===== src/rtl/sr_drive_pkg.sv =====
`default_nettype none
// ============================================================================
// Module      : sr_drive_pkg
// Description : Shared types and constants for the SR flip-flop drive encoder.
// Revision    : 1.0 - initial release
// ============================================================================
package sr_drive_pkg;

    typedef enum logic [1:0] {
        IDLE  = 2'd0,
        DRIVE = 2'd1,
        GAP   = 2'd2
    } state_e;

    // Excitation patterns, encoded {s, r}
    localparam logic [1:0] EXC_HOLD = 2'b00;
    localparam logic [1:0] EXC_SET  = 2'b10;
    localparam logic [1:0] EXC_RST  = 2'b01;

    function automatic int max_int(input int a, input int b);
        return (a > b) ? a : b;
    endfunction

endpackage
`default_nettype wire


===== src/rtl/sr_pulse_timer.sv =====
`default_nettype none
// ============================================================================
// Module      : sr_pulse_timer
// Description : Loadable down-counter; done is high while the count is zero.
// Revision    : 1.0 - initial release
// ============================================================================
module sr_pulse_timer #(
    parameter int W = 2
) (
    input  logic         clk,
    input  logic         reset,
    input  logic         load_i,
    input  logic [W-1:0] load_val_i,
    output logic         done_o
);

    logic [W-1:0] count_q;

    always_ff @(posedge clk or negedge reset) begin
        if (!reset) begin
            count_q <= '0;
        end else if (load_i) begin
            count_q <= load_val_i;
        end else if (count_q != '0) begin
            count_q <= count_q - W'(1);
        end
    end

    assign done_o = (count_q == '0);

endmodule
`default_nettype wire


===== src/rtl/sr_drive_encoder.sv =====
`default_nettype none
// ============================================================================
// Module      : sr_drive_encoder
// Description : Turns target bit values into non-overlapping S/R pulses for a
//               downstream SR flop. Optional q_fb checking under the macro
//               SR_DRIVE_FEEDBACK_CHECK_EN.
// Revision    : 1.0 - initial release
// ============================================================================
module sr_drive_encoder
    import sr_drive_pkg::*;
#(
    parameter int PULSE_W = 2,
    parameter int GAP_W   = 1,
    parameter int CNT_W   = 16
) (
    input  logic             clk,
    input  logic             reset,
    input  logic             tgt_valid,
    input  logic             tgt_bit,
    output logic             tgt_ready,
    output logic             s,
    output logic             r,
    output logic             busy,
    output logic             q_model,
    output logic [CNT_W-1:0] pulse_cnt,
    input  logic             q_fb,
    output logic             err
);

    localparam int TMR_W = $clog2(max_int(PULSE_W, GAP_W)) + 1;

    state_e             state_q;
    logic               s_q;
    logic               r_q;
    logic               busy_q;
    logic               ready_q;
    logic               q_model_q;
    logic [CNT_W-1:0]   pulse_cnt_q;
    logic               err_q;

    logic               w_accept;
    logic               w_start;
    logic               w_tmr_load;
    logic [TMR_W-1:0]   w_tmr_val;
    logic               w_tmr_done;

    assign w_accept   = tgt_valid & ready_q;
    assign w_start    = w_accept & (tgt_bit != q_model_q);
    // Timer reloads on entry to DRIVE (pulse length) and on entry to GAP.
    assign w_tmr_load = ((state_q == IDLE) & w_start) |
                        ((state_q == DRIVE) & w_tmr_done);
    assign w_tmr_val  = (state_q == IDLE) ? TMR_W'(PULSE_W - 1) : TMR_W'(GAP_W - 1);

    sr_pulse_timer #(
        .W (TMR_W)
    ) u_timer (
        .clk        (clk),
        .reset      (reset),
        .load_i     (w_tmr_load),
        .load_val_i (w_tmr_val),
        .done_o     (w_tmr_done)
    );

    always_ff @(posedge clk or negedge reset) begin
        if (!reset) begin
            state_q     <= IDLE;
            {s_q, r_q}  <= EXC_HOLD;
            busy_q      <= 1'b0;
            ready_q     <= 1'b0;
            q_model_q   <= 1'b0;
            pulse_cnt_q <= '0;
        end else begin
            case (state_q)
                IDLE: begin
                    if (w_start) begin
                        state_q     <= DRIVE;
                        {s_q, r_q}  <= tgt_bit ? EXC_SET : EXC_RST;
                        busy_q      <= 1'b1;
                        ready_q     <= 1'b0;
                        pulse_cnt_q <= pulse_cnt_q + CNT_W'(1);
                    end else begin
                        ready_q     <= 1'b1;
                    end
                end
                DRIVE: begin
                    if (w_tmr_done) begin
                        state_q    <= GAP;
                        {s_q, r_q} <= EXC_HOLD;
                        // s_q high means this pulse was a set
                        q_model_q  <= s_q;
                    end
                end
                GAP: begin
                    if (w_tmr_done) begin
                        state_q <= IDLE;
                        busy_q  <= 1'b0;
                        ready_q <= 1'b1;
                    end
                end
                default: begin
                    state_q    <= IDLE;
                    {s_q, r_q} <= EXC_HOLD;
                    busy_q     <= 1'b0;
                    ready_q    <= 1'b0;
                end
            endcase
        end
    end

`ifdef SR_DRIVE_FEEDBACK_CHECK_EN
    logic w_fb_check;
    assign w_fb_check = (state_q == IDLE) | ((state_q == GAP) & w_tmr_done);

    always_ff @(posedge clk or negedge reset) begin
        if (!reset) begin
            err_q <= 1'b0;
        end else if (w_fb_check && (q_fb != q_model_q)) begin
            err_q <= 1'b1;
        end
    end
`else
    logic w_unused_q_fb;
    assign w_unused_q_fb = q_fb;
    assign err_q         = 1'b0;
`endif

    assign tgt_ready = ready_q;
    assign s         = s_q;
    assign r         = r_q;
    assign busy      = busy_q;
    assign q_model   = q_model_q;
    assign pulse_cnt = pulse_cnt_q;
    assign err       = err_q;

endmodule
`default_nettype wire


===== config.mk =====
export PLATFORM = sky130hd
export DESIGN_NAME = sr_drive_encoder
export DESIGN_NICKNAME = d
export VERILOG_FILES = /design/src/rtl/sr_drive_pkg.sv /design/src/rtl/sr_pulse_timer.sv /design/src/rtl/sr_drive_encoder.sv
export SDC_FILE = /design/constraint.sdc
export NUM_CORES = 1
export LEC_CHECK = 0
export CAP_MARGIN = 40
export CORE_MARGIN = 2
export CORE_UTILIZATION = 31
export CTS_CLUSTER_DIAMETER = 50
export DETAILED_ROUTE_END_ITERATION = 10
export GPL_ROUTABILITY_DRIVEN = 0
export SLEW_MARGIN = 20
export SYNTH_ARGS = -nofsm -noshare
export SYNTH_HDL_FRONTEND = slang
export SYNTH_HIERARCHICAL = 1
export SYNTH_SLANG_ARGS = --single-unit

===== constraint.sdc =====
create_clock -name clk -period 1.9 [get_ports clk]
set_clock_uncertainty 0.2 [all_clocks]
set_input_delay 0.38 -clock clk [delete_from_list [all_inputs] [get_ports clk]]
set_output_delay 0.38 -clock clk [all_outputs]
set_load 0.03 [all_outputs]

Word level (Yosys, flattened, before mapping)
Cells that the tools add are included.
Widths: inputs -> output; s select.
{"block": "op_classes", "addsub": 2, "eq_ne": 6, "muxes": 18, "bitwise_logic": 7, "n_reduce_logical": 10}
{"operator": "$add 16x1->16 const B", "n": 1}
{"operator": "$mux 2", "n": 6}
{"operator": "$pmux 1 s3", "n": 4}
{"operator": "$reduce_and 3->1", "n": 3}
{"operator": "$mux 1", "n": 7}
{"operator": "$ne 2x2->1 const B", "n": 3}
{"operator": "$pmux 2 s3", "n": 1}
{"operator": "$reduce_and 2->1", "n": 3}
{"operator": "$and 1x1->1", "n": 4}
{"operator": "$logic_not 2->1", "n": 2}
{"operator": "$reduce_bool 2->1", "n": 2}
{"operator": "$eq 2x1->1 const B", "n": 1}
{"operator": "$eq 2x2->1 const B", "n": 1}
{"operator": "$not 1->1", "n": 2}
{"operator": "$sub 2x1->2 const B", "n": 1}
{"operator": "$ne 1x1->1", "n": 1}
{"operator": "$or 1x1->1", "n": 1}
{"block": "totals", "regBits": 25, "input_bits": 5, "word_cells": 51}

Depth between registers and ports, before layout
Gate-level depths: netlist of run 1.
{"block": "logic_depth", "ltp_word": 5, "mapped_depth": 6, "depth_no_buf": 6}

Hierarchy
Netlist of run 1, hierarchy kept.
{"module": "sr_drive_encoder", "instances": 1, "cells_each": 102, "area_each_um2": 1089.8, "seq_area_each_um2": 575.6}
{"module": "sr_pulse_timer", "instances": 1, "cells_each": 12, "area_each_um2": 113.9, "seq_area_each_um2": 50.0}

Least setup slack after synthesis of run 1
No wires, ideal clock.
{"block": "synth_timing", "path_type": "reg2reg", "startpoint": "register q_model_q (netlist: q_model)", "endpoint": "register pulse_cnt_q[12] (netlist: pulse_cnt[12])", "arrival_ns": 1.600, "required_ns": 1.620, "path_slack_ns": 0.020, "stages_incl_launch_ff": 5, "path_buffers": 0, "synth_period_minus_slack_ns": 1.880, "path_cell_list": "dfrtp_1 xnor2_1 or4b_4 nor3_2 xor2_1"}
{"block": "synth_between", "elab_chain_cells": 3}
{"element": "start: declaration", "line": "sr_drive_encoder.sv:37", "rtl": "logic q_model_q;"}
{"element": "start signal: assignment", "line": "sr_drive_encoder.sv:90", "rtl": "q_model_q <= s_q;"}
{"element": "$ne 1x1->1", "line": "sr_drive_encoder.sv:48", "rtl": "assign w_start = w_accept & (tgt_bit != q_model_q);"}
{"element": "$and 1x1->1", "line": "sr_drive_encoder.sv:48"}
{"element": "$reduce_and 2->1 (no source line)"}
{"element": "end signal: assignment", "line": "sr_drive_encoder.sv:80", "rtl": "pulse_cnt_q <= pulse_cnt_q + CNT_W'(1);"}
{"element": "end: declaration", "line": "sr_drive_encoder.sv:38", "rtl": "logic [CNT_W-1:0] pulse_cnt_q;"}
No other way between the ends.
A chain may end at the register's enable or synchronous reset.

Worst setup path in the final report of run 1
{"block": "layout_timing", "startpoint": "register state_q[1]", "endpoint": "register pulse_cnt_q[12] (netlist: pulse_cnt[12])"}
{"block": "layout_between", "elab_chain_cells": 2}
{"element": "start: declaration", "line": "sr_drive_encoder.sv:32", "rtl": "state_e state_q;"}
{"element": "start signal: assignment", "line": "sr_drive_encoder.sv:66", "rtl": "state_q <= IDLE;"}
{"element": "start signal: assignment", "line": "sr_drive_encoder.sv:76", "rtl": "state_q <= DRIVE;"}
{"element": "start signal: assignment", "line": "sr_drive_encoder.sv:87", "rtl": "state_q <= GAP;"}
{"element": "$logic_not 2->1", "line": "sr_drive_encoder.sv:73", "rtl": "case (state_q)"}
{"element": "$reduce_and 2->1 (no source line)"}
No other way between the ends.

==> reports/metrics.csv, run 1 <==
metric,value,unit
status,completed,
nets@finish,161,
initial cell density of the core,32.6,%
minimum clock period,1.81,ns
Seq cells post-synth,25,
"Slowest-stage cell, CP",or4b_4,
Initial DRT Pass Iterations,4,
share of the synthesized area in the top cell type,52.0,%
crit-path cells,nand4bb_4 -> or4b_4 -> nor3_2 -> xor2_1,
Iteration-0 DRC Markers,52,
fillcell total,385,
Setup Viol. Count Final,0,
"Hold Violations, Final",0,
Min-Delay Path Class,in2async,
fraction of registers with async set/reset,100,%
number of synthesized flops with an enable pin,0,
Inst Count DP,196,
Synth cell types,30,
hold buffers post-CTS,0,
Num CTS Buffers,3,
Max Root-Sink Buffers,2,
later-pin clock latency in the skew report,0.27,ns
WL/cell,11.7,um
Critical Path AT,1.82,ns
clock-pin slew on the worst setup and hold paths,0.09,ns
number of diodes,0,
RSZ-0062 raised after global routing,no,
largest cells by area after synthesis,"dfrtp_1 52%, xnor2_1 8.0%, xor2_1 4.4%",
pwr/cell area,1280,nW/um^2
cell leakage power,0.794,nW
die area,4400,um^2
CTS tree,done,
Critical Path Max Stage Delay,0.60,ns
vias in the first global route,887,
"Req. time, crit path",1.90,ns
post-synthesis sequential area ratio,52.0,%
Yosys Warn Count,6,
routed wire length,2.35,mm
gr usage total,12.4,%
fin. max-slew vios,0,
Max Freq,552,MHz
worst-path fanout max,4,
via-per-instance ratio,4.63,
H-Tree Depth,1,
synthesized area,1200,um^2
"Top FF cell, synth",dfrtp_1,
crit start category,flip-flop,
Die Span Y,66.3,um
most instantiated library cell after synthesis,dfrtp_1,
DRC violations left,0,
Finished Core Util,44.4,%
Placement Cell Area,1580,um^2
period utilisation layout,95.3,%
share of cells above drive strength 1,19.0,%
Max IR drop VDD,0.000866,V
initial antenna violation count,0,
Crit Path Category,reg2reg,
total grt overflow,0,
Root Buffer,clkbuf_8,
Die Wd,66.3,um
Commonest cells post-synth,"25 x dfrtp_1, 13 x nand2_1, 12 x nor2_1",
first-pass GRT wire length,4.15,mm
Vias,930,
Synth area leader,dfrtp_1,
largest net degree at the start of global routing,26,
clk sinks,25,
Post-Synthesis Cells,114,
"antenna viol nets, final",0,
Core Footprint,3690,um^2
io pins,27,
Layout area overhead,36.1,%
synthesized area per cell,10.6,um^2
Site Rows,22,
Max Cap Viol,0,
Port-buffer cells,24,
Worst setup EP type,flip-flop,
Final Instance Count excl. Fillers,201,
final instance area,1640,um^2
final setup TNS,0,ns
DP HPWL,1.76,mm
-- path summary, 6_finish.rpt --
check | cells past startpoint | slack (ns) | start | endpoint
max | 4 | 0.09 | state_q[1] | pulse_cnt[12]
min | 2 | 0.25 | reset | pulse_cnt[0]
max reg2reg | 4 | 0.09 | state_q[1] | pulse_cnt[12]
min reg2reg | 1 | 0.28 | pulse_cnt[15] | pulse_cnt[15]
max in group asynchronous | 2 | 0.98 | reset | pulse_cnt[2]
min in group clk | 1 | 0.28 | pulse_cnt[15] | pulse_cnt[15]
-- critical path: cells and delay by family, from the launching register on --
kind / cells / cell delay (ns)
simple gates: 3 / 1.00
flops: 1 / 0.39
xor+xnor: 1 / 0.15
-- through the flow --
stage	setup WS [ns]	power, W	hold WS (ns)
3_5_place_dp	-0.340	0.00182	0.283
2_1_floorplan	0.0199	0.00143	-0.116
6_report	0.0888	0.00210	0.254
3_3_place_gp	-0.320	0.00179	0.262
5_1_grt	0.0247	0.00227	0.287
4_1_cts	-0.00189	0.00211	0.269
-- cells in the final DEF, fill, tap and decap left out, types with 3 or more instances in the layout --
master,Yosys,routed
xnor2_1,11,10
nor2_1,12,9
a21oi_1,4,3
inv_1,6,6
nand3_1,4,4
o22ai_1,3,3
xor2_1,6,6
nand2_1,13,13
buf_4,1,13
dlygate4sd2_1,0,22
clkbuf_8,0,3
dfrtp_1,25,24
nand4_1,4,4
-- kinds of logic after synthesis --
logic type | count (synthesis) | share of synthesized area, %
AND/OR/NAND/NOR | 46 | 21.1
flip-flops | 25 | 52.0
XOR/XNOR | 17 | 12.4
AO/OA/AOI/OAI | 12 | 6.55
buffers and inverters | 9 | 3.74
adder cells (fa/ha/maj) | 2 | 2.08
multiplexers | 2 | 1.87
other | 1 | 0.312
-- state kept, by name, summed over array words and instances (netlist names) --
name and cells:
busy 1, pulse_cnt 16, q_model 1, r 1
s 1, state_q 2, tgt_ready 1, u_timer/count_q 2
-- power by group --
part	internal [W]	switching [W]
sequential	0.000669	0.000131
clock	0.000149	0.000174
combinational	0.000435	0.000543
-- area by class of cell --
cell class | instances | area, um^2 | share of cell area (%)
Clock buffer | 3 | 41.3 | 2.52
Clock inverter | 1 | 7.51 | 0.458
Timing Repair Buffer | 37 | 313 | 19.1
Tap cell | 48 | 60.1 | 3.67
Multi-Input combinational cell | 81 | 567 | 34.6
Inverter | 6 | 22.5 | 1.38
Sequential cell | 25 | 627 | 38.3
-- what timing repair did --
item,in CTS,in global routing
setup endpoints to repair,26,13
gates resized for setup,25,6
buffers inserted,1,0
pin swaps,2,2
-- routing by layer --
layer	vias up	GRT usage, %	wire length [um]	share of wire (%)
li1	462	-	-	-
met1	444	16.2	1100	47
met2	20	19.5	1100	47
met3	4	2.56	100	4.3
met4	0	6.12	49	2.1
met5	-	0	0	0
Note: power is estimated with default switching activity, not from simulation.
==> inputs of run 2 (changes only) <==
--- a/config.mk
+++ b/config.mk
@@ -7,7 +7,7 @@
 export LEC_CHECK = 0
 export CAP_MARGIN = 40
 export CORE_MARGIN = 2
-export CORE_UTILIZATION = 31
+export CORE_UTILIZATION = 35
 export CTS_CLUSTER_DIAMETER = 50
 export DETAILED_ROUTE_END_ITERATION = 10
 export GPL_ROUTABILITY_DRIVEN = 0
==> reports/metrics.csv, run 2 (synthesis gave the netlist of run 1 again) <==
metric,value,unit,change
pre-CTS setup slack,-0.348,ns,-0.00880 ns
Port-buffer cells,24,,unchanged
worst r2r path cells,4,,unchanged
Worst setup EP type,output port,,
clk sinks,25,,unchanged
Critical Path Stages,1,,-3
Critical Path Max Stage Delay,0.48,ns,-0.12 ns
clock-pin slew on the worst setup and hold paths,0.14,ns,+0.05 ns
Min-Delay Path Class,in2async,,
die area,3920,um^2,-11%
status,completed,,
minimum clock period,1.82,ns,+0.0131 ns
pwr/cell area,1250,nW/um^2,-2.3%
Setup Viol. Count Final,0,,unchanged
routed wire length,2.45,mm,+4.5%
Die Wd,62.6,um,-5.5%
period utilisation layout,96.0,%,+0.69 points
CTS tree,done,,
WL/cell,12.3,um,+5.5%
M1 wire length,1.12,mm,+2.6%
"commonest cells after routing, fill and taps aside","25 x dfrtp_1, 21 x dlygate4sd2_1, 13 x nand2_1, 13 x buf_4, 12 x nor2_1",,
fillcell total,332,,-14%
initial antenna violation count,0,,unchanged
Max Freq,548,MHz,-0.72%
initial cell density of the core,36.4,%,+3.7 points
Critical Path AT,1.24,ns,-0.58 ns
share of cells above drive strength 1,15.0,%,-3.9 points
crit-path cells,dlygate4sd2_1,,
gr usage total,14.1,%,+1.7 points
vias in the first global route,1003,,+13%
DR WL met3,87,um,-13%
worst-path fanout max,3,,-1
io pins,27,,unchanged
via-per-instance ratio,4.69,,+1.3%
number of diodes,0,,unchanged
Iteration-0 DRC Markers,83,,+60%
max reg flops,16,,unchanged
Initial DRT Pass Iterations,4,,unchanged
Crit Path Category,reg2out,,
Vias,933,,+0.32%
Tot Pwr,0.00201,W,-4.1%
top cell family by delay on the critical path,flip-flops,,
Max IR drop VDD,0.000383,V,-56%
H-Tree Depth,1,,unchanged
DRC violations left,0,,unchanged
total grt overflow,0,,unchanged
first-pass GRT wire length,4.42,mm,+6.5%
Setup WS post-layout,0.0757,ns,-0.0131 ns
met2 routed WL,1.17,mm,+6.5%
DP HPWL,1.81,mm,+2.6%
Max Root-Sink Buffers,2,,unchanged
Num CTS Buffers,3,,unchanged
crit start category,flip-flop,,
Die Span Y,62.6,um,-5.5%
Root Buffer,clkbuf_4,,
"Req. time, crit path",1.32,ns,-0.58 ns
nets@finish,161,,unchanged
uppermost layer routed,met4,,
later-pin clock latency in the skew report,0.33,ns,+0.06 ns
"Slowest-stage cell, CP",dfrtp_1,,
cell leakage power,0.797,nW,+0.35%
"most common cell after layout, fill and taps aside",dfrtp_1,,
fin. max-slew vios,0,,unchanged
Core Footprint,3310,um^2,-10%
Layout area overhead,33.6,%,
largest net degree at the start of global routing,26,,unchanged
WP buf/inv,1,,+1
Max Cap Viol,0,,unchanged
"Hold Violations, Final",0,,unchanged
Site Rows,21,,-4.5%
RSZ-0062 raised after global routing,no,,
"antenna viol nets, final",0,,unchanged
run 2: metal layers:
metal  GRT usage (%)  up-vias
li1                -      465
met1            17.6      444
met2            22.4       19
met3            2.34        5
met4            9.72        0
met5               0        -
run 2: where the power goes:
group	switching, W	internal (W)	leakage, nW
combinational	0.000540	0.000424	0.457
sequential	0.000137	0.000666	0.325
clock	0.000164	0.0000824	0.0150
total	0.000841	0.00117	0.797
run 2: final cells by class:
class                      count  area (um^2)  area share [%]
inverter                       6         22.5            1.40
multi-input combinational     81          559            34.8
clock buffer                   4         26.3            1.63
timing repair buffer          37          317            19.7
tap                           46         57.6            3.58
sequential                    25          626            38.9
run 2: timing repair:
item,CTS,global route
resized for setup,21,5
pin swaps,0,0
hold buffers,0,0
setup endpoints to repair,21,9
setup buffers,0,0
run 2: path summary, 6_finish.rpt:
check,start,to,slack (ns)
worst max-delay path,q_model,q_model,0.08
worst min-delay path,reset,pulse_cnt[13],0.20
worst max register to register,q_model,pulse_cnt[12],0.09
worst min register to register,pulse_cnt[15],pulse_cnt[15],0.29
max in group asynchronous,reset,pulse_cnt[14],1.06
min in group clk,pulse_cnt[15],pulse_cnt[15],0.29
run 2: stage by stage:
step                instance area, um^2  utilization (%)  std cells  setup TNS (ns)  hold slack [ns]
CTS                                1580             47.7        199               0            0.205
global route                       1610             48.6        199               0            0.209
global placement                   1580             47.7        195           -3.73            0.261
finish                             1610             48.6        199               0            0.197
floorplan                          1210                -        115               0           -0.116
detailed placement                 1580             47.7        195           -4.18            0.274
